## src/rtl/matrix_serializer_pkg.sv

```systemverilog
// Shared definitions for the matrix serializer: FSM state encoding, scan
// mode constants and an index-width helper used to size counters and ports.
package matrix_serializer_pkg;

  typedef enum logic {
    IDLE = 1'b0,
    SEND = 1'b1
  } state_e;

  localparam logic ROW_MAJOR = 1'b0;
  localparam logic COL_MAJOR = 1'b1;

  // Width needed to address n items; never less than one bit.
  function automatic int unsigned idx_width(input int unsigned n);
    return (n > 1) ? $clog2(n) : 1;
  endfunction

endpackage

```

## src/rtl/matrix_index_counter.sv

```systemverilog
// Element sequencer for the matrix serializer.
// Walks k = 0..N-1 and keeps row/column counters that wrap, producing the
// linear position r*COLS+c of element k without any divider or multiplier.
// Ports:
//   clk, rst   rising-edge clock, synchronous active-high reset
//   clear_i    restart the sequence at element 0 (frame load)
//   step_i     advance to the next element (transfer accepted)
//   mode_i     ROW_MAJOR or COL_MAJOR scan order
//   index_o    linear position r*COLS+c of the current element
//   last_o     current element is k = N-1
module matrix_index_counter
  import matrix_serializer_pkg::*;
#(
  parameter  int unsigned ROWS = 4,
  parameter  int unsigned COLS = 4,
  localparam int unsigned N    = ROWS * COLS,
  localparam int unsigned IW   = idx_width(N)
) (
  input  logic          clk,
  input  logic          rst,
  input  logic          clear_i,
  input  logic          step_i,
  input  logic          mode_i,
  output logic [IW-1:0] index_o,
  output logic          last_o
);

  localparam int unsigned RW = idx_width(ROWS);
  localparam int unsigned CW = idx_width(COLS);

  localparam logic [RW-1:0] R_MAX   = RW'(ROWS - 1);
  localparam logic [CW-1:0] C_MAX   = CW'(COLS - 1);
  localparam logic [IW-1:0] K_MAX   = IW'(N - 1);
  localparam logic [IW-1:0] ROW_STR = IW'(COLS);

  logic [IW-1:0] k_q,   k_d;
  logic [IW-1:0] idx_q, idx_d;
  logic [RW-1:0] r_q,   r_d;
  logic [CW-1:0] c_q,   c_d;

  assign last_o  = (k_q == K_MAX);
  assign index_o = idx_q;

  // The linear index is tracked incrementally: +1 in row-major order,
  // +COLS down a column, and restarting at the new column number (row 0)
  // when the column wraps. Stepping past the last element returns to 0
  // so the counters never wrap inside a frame.
  always_comb begin
    k_d   = k_q;
    idx_d = idx_q;
    r_d   = r_q;
    c_d   = c_q;
    if (clear_i || (step_i && last_o)) begin
      k_d   = '0;
      idx_d = '0;
      r_d   = '0;
      c_d   = '0;
    end else if (step_i) begin
      k_d = k_q + 1'b1;
      if (mode_i == ROW_MAJOR) begin
        idx_d = idx_q + 1'b1;
        if (c_q == C_MAX) begin
          c_d = '0;
          r_d = r_q + 1'b1;
        end else begin
          c_d = c_q + 1'b1;
        end
      end else begin
        if (r_q == R_MAX) begin
          r_d   = '0;
          c_d   = c_q + 1'b1;
          idx_d = IW'(c_q) + 1'b1;
        end else begin
          r_d   = r_q + 1'b1;
          idx_d = idx_q + ROW_STR;
        end
      end
    end
  end

  always_ff @(posedge clk) begin
    if (rst) begin
      k_q   <= '0;
      idx_q <= '0;
      r_q   <= '0;
      c_q   <= '0;
    end else begin
      k_q   <= k_d;
      idx_q <= idx_d;
      r_q   <= r_d;
      c_q   <= c_d;
    end
  end

endmodule

```

## src/rtl/matrix_serializer.sv

```systemverilog
// Matrix serializer: captures a ROWS x COLS bit matrix and streams it out one
// element per transfer in row-major or column-major order, with a
// valid/ready handshake on both sides.
// Ports:
//   clk, rst      rising-edge clock, synchronous active-high reset
//   load_valid    producer offers a matrix (with mode)
//   load_ready    block is idle and can accept a matrix
//   matrix        input matrix, element L[r][c] = matrix[r][c]
//   mode          0 = row-major, 1 = column-major
//   out_valid     out_bit/out_index/out_last are valid
//   out_ready     consumer accepts the current element
//   out_bit       current element value
//   out_index     linear position r*COLS+c of the current element
//   out_last      current element is the final one of the frame
module matrix_serializer
  import matrix_serializer_pkg::*;
#(
  parameter  int unsigned ROWS = 4,
  parameter  int unsigned COLS = 4,
  localparam int unsigned N    = ROWS * COLS,
  localparam int unsigned IW   = idx_width(N)
) (
  input  logic                      clk,
  input  logic                      rst,
  input  logic                      load_valid,
  output logic                      load_ready,
  input  logic [ROWS-1:0][COLS-1:0] matrix,
  input  logic                      mode,
  output logic                      out_valid,
  input  logic                      out_ready,
  output logic                      out_bit,
  output logic [IW-1:0]             out_index,
  output logic                      out_last
);

  // Matrix bits padded to a power of two so out_index selects exactly.
  localparam int unsigned PW = 1 << IW;

  state_e                    state_q;
  logic [ROWS-1:0][COLS-1:0] mat_q;
  logic                      mode_q;
  logic [PW-1:0]             flat;
  logic                      load_fire;
  logic                      xfer;
  logic                      last;

  assign load_fire = (state_q == IDLE) && load_valid;
  assign xfer      = (state_q == SEND) && out_ready;

  always_ff @(posedge clk) begin
    if (rst) begin
      state_q <= IDLE;
      mat_q   <= '0;
      mode_q  <= ROW_MAJOR;
    end else begin
      unique case (state_q)
        IDLE: begin
          if (load_valid) begin
            mat_q   <= matrix;
            mode_q  <= mode;
            state_q <= SEND;
          end
        end
        SEND: begin
          if (out_ready && last) begin
            state_q <= IDLE;
          end
        end
      endcase
    end
  end

  matrix_index_counter #(
    .ROWS (ROWS),
    .COLS (COLS)
  ) u_counter (
    .clk     (clk),
    .rst     (rst),
    .clear_i (load_fire),
    .step_i  (xfer),
    .mode_i  (mode_q),
    .index_o (out_index),
    .last_o  (last)
  );

  // Packed layout puts L[r][c] at bit r*COLS+c, i.e. exactly out_index.
  assign flat       = PW'(mat_q);
  assign load_ready = (state_q == IDLE);
  assign out_valid  = (state_q == SEND);
  assign out_bit    = out_valid & flat[out_index];
  assign out_last   = out_valid & last;

endmodule

```

## config.mk

```make
export PLATFORM = sky130hd
export DESIGN_NAME = matrix_serializer
export DESIGN_NICKNAME = d
export VERILOG_FILES = /design/src/rtl/matrix_serializer_pkg.sv /design/src/rtl/matrix_index_counter.sv /design/src/rtl/matrix_serializer.sv
export SDC_FILE = /design/constraint.sdc
export NUM_CORES = 1
export LEC_CHECK = 0
export ABC_AREA = 1
export CORE_MARGIN = 1
export CORE_UTILIZATION = 35
export DETAILED_ROUTE_END_ITERATION = 12
export PLACE_DENSITY = 0.66
export SLEW_MARGIN = 30
export SYNTH_ARGS = -nofsm -noshare
export SYNTH_HDL_FRONTEND = slang
export SYNTH_SLANG_ARGS = --single-unit
```

## constraint.sdc

```tcl
create_clock -name clk -period 1.6 [get_ports clk]
set_clock_uncertainty 0.15 [all_clocks]
set_input_delay 0.4 -clock clk [delete_from_list [all_inputs] [get_ports clk]]
set_output_delay 0.4 -clock clk [all_outputs]
set_load 0.01 [all_outputs]
```

==> metrics.md <==
| Metric | Value |
|---|---|
| Starting Density | 36.5% |
| Fill cells | 383 |
| Number of library cell types mapped by synthesis | 25 |
| Area delta synth->final | 52.0% |
| ANT cells | 0 |
| Fin crit period | 1.90 ns |
| RSZ-0062 raised after global routing | yes |
| Cell area after synthesis | 1460 um2 |
| Yosys warning count | 0 |
| Primary FF master, synth | dfxtp_1 |
| Routability Congestion | 0.922 |
| Routed vias/inst | 4.60 |
| # IOs | 29 |
| DRT Pass-1 Iters | 4 |
| Final clock period utilization by the worst path | 119% |
| Crit path max fanout | 6 |
| Post-route setup slack | -0.299 ns |
| Total Routing Usage GR | 17.8% |
| Post-synth EDFFs | 0 |
| Crit Path Category | flop to primary output |
| Status | finished with violations |
| Register area share after synthesis | 41.2% |
| Hold Fails Final Rpt | 0 |
| Chip Height | 66.6 um |
| Worst-Margin Slew | 0.263 ns |
| Post-Syn Instances | 204 |
| CTS Sinks | 30 |
| I/O Buffers | 28 |
| Hold Crit Class | flop to flop |
| Peak supply drop | 0.380 mV |
| Max Fclk | 527 MHz |
| Mean Syn Cell Area | 7.15 um2 |
| Violated checks | setup timing |
| FF+latch count, synth | 30 |
| Crit end category | primary output |
| Pwr Density | 775 nW/um2 |
| First-pass GRT wire length | 5.95 mm |
| Initial DRC count | 72 |
| DP HPWL | 2.60 mm |
| Root Driver | clkbuf_8 |
| Async SR Flop Fraction | 0% |
| CTS Buffer Depth | 2 |
| Core footprint | 4000 um2 |
| Die area | 4430 um2 |
| Htree depth | 2 |
| Setup violations, final | 2 |
| Syn Nets | 229 |
| Rel. slew slack | 82.5% |
| Worst-path clk slew | 0.06 ns |
| CTS buffer count | 5 |
| WL final | 3.51 mm |
| TritonCTS clock tree | yes |
| Routed WL per cell | 10.9 um |
| Rows | 23 |
| Startpoint types | flop |
| Clock Latency Late Sink | 0.27 ns |
| Area post-placement | 2020 um2 |
| Max-slew violations | 0 |
| Largest net degree at the start of global routing | 22 |
| Fin nets | 295 |
| Post-route DRC | 0 |
| Initial antenna violation count | 0 |
| Total power | 1.72 mW |
| Worst Path Arrival | 1.35 ns |
| Most common cell after layout, fill and taps aside | buf_4 |
| Count of maximum capacitance violations | 0 |
| Layout cells sized above 1 | 31.4% |
| GRT Residual Overflow | 0 |
| Vias in the first global route | 1,344 |
| Vias | 1,475 |
| Non-Filler Cell Area, Final | 2220 um2 |
| CP required | 1.05 ns |
| Most frequent cells in the layout | buf_4 (36), nand2_1 (33), dfxtp_1 (24) |
| Chip Width | 66.6 um |
| Post-route antenna net violation count | 0 |
| Lkg Pwr | 0.986 nW |
[critical path, cell delays in order, from the launching register on]
cell	delay, ns
dfxtp_4	0.37
buf_6	0.14
nand2_2	0.06
nand3_2	0.06
nand2_2	0.08
nand2_1	0.05
nand2_1	0.05
nand2_1	0.05
nor2_2	0.10
buf_2	0.13
[synthesized netlist by cell type, types with 2 or more instances]
library cell	number	area [um2]
a21oi_1	23	115
buf_2	2	10.0
buf_6	3	33.8
clkbuf_2	2	10.0
dfxtp_1	30	601
ha_1	4	50.1
inv_1	23	86.3
inv_2	3	11.3
nand2_1	40	150
nand3_1	11	55.1
nor2_1	25	93.8
o211ai_1	3	22.5
o21ai_0	21	105
xor2_1	3	26.3
[flip-flops by register name (all words and copies together), names as in the netlist]
signal	cells
u_counter.c_q	2
flat	16
u_counter.index_o	4
out_valid	1
u_counter.k_q	4
u_counter.r_q	2
mode_q	1
[final cells by class]
class                           instances  area [um2]  area share [%]
Clock inverter                          1        5.00           0.226
Inverter                               27         111            5.02
Timing Repair Buffer                   67         576            26.0
Clock buffer                            7        86.3            3.89
Multi-Input combinational cell        139         763            34.4
Sequential cell                        30         613            27.7
Tap cell                               50        62.6            2.82
[per-stage QoR]
stage | TNS (ns) | hold slack, ns | setup WS, ns | utilization [%] | instances
after floorplan | 0 | 0.279 | 0.000880 | - | 204
after global placement | -3.58 | 0.296 | -0.407 | 50.5 | 310
after detailed placement | -4.03 | 0.296 | -0.424 | 50.5 | 310
after CTS | -0.476 | 0.305 | -0.271 | 54.5 | 321
after global routing | -0.500 | 0.322 | -0.375 | 55.4 | 321
final | -0.354 | 0.301 | -0.299 | 55.4 | 321
[cells by family (layout without fill, tap and decap cells)]
kind of cell               after synthesis  in the layout  synth area share, %
buffers and inverters                   35            102                 11.2
AOI/OAI and AO/OA                       49             49                 17.7
DFF                                     30             30                 41.2
adders and majority gates                4              4                 3.43
and+or+nand+nor                         83             83                 24.7
xor gates and xnor gates                 3              3                 1.80
[where the power goes]
| part | internal [mW] | switching [mW] | leakage (nW) |
|---|---|---|---|
| logic | 0.161 | 0.139 | 0.689 |
| clock network | 0.346 | 0.263 | 0.0482 |
| registers | 0.786 | 0.0226 | 0.249 |
| total | 1.29 | 0.425 | 0.986 |
[path summary, 6_finish.rpt]
| path | slack, ns | end | startpoint | cells past startpoint |
|---|---|---|---|---|
| worst min-delay path | 0.30 | flat[4] | flat[4] | 2 |
| worst min register to register | 0.30 | flat[4] | flat[4] | 2 |
| worst max-delay path | -0.30 | out_bit | u_counter.index_o[0] | 9 |
| worst max register to register | 0.17 | u_counter.r_q[1] | u_counter.k_q[1] | 8 |
[metal layers]
layer | routed length [um] | GRT usage (%)
met5 | 0 | 0
met4 | 31 | 7.18
met3 | 142 | 3.77
met2 | 1620 | 27.5
met1 | 1720 | 23.9
[what timing repair did]
| item | in CTS | in global routing |
|---|---|---|
| gates resized for setup | 43 | 15 |
| endpoints found under the setup margin | 8 | 6 |
| setup buffers | 3 | 0 |
| pin swaps | 17 | 6 |
| hold endpoints to repair | 0 | 0 |
| hold buffers | 0 | 0 |
(Power assumes the default switching activity.)
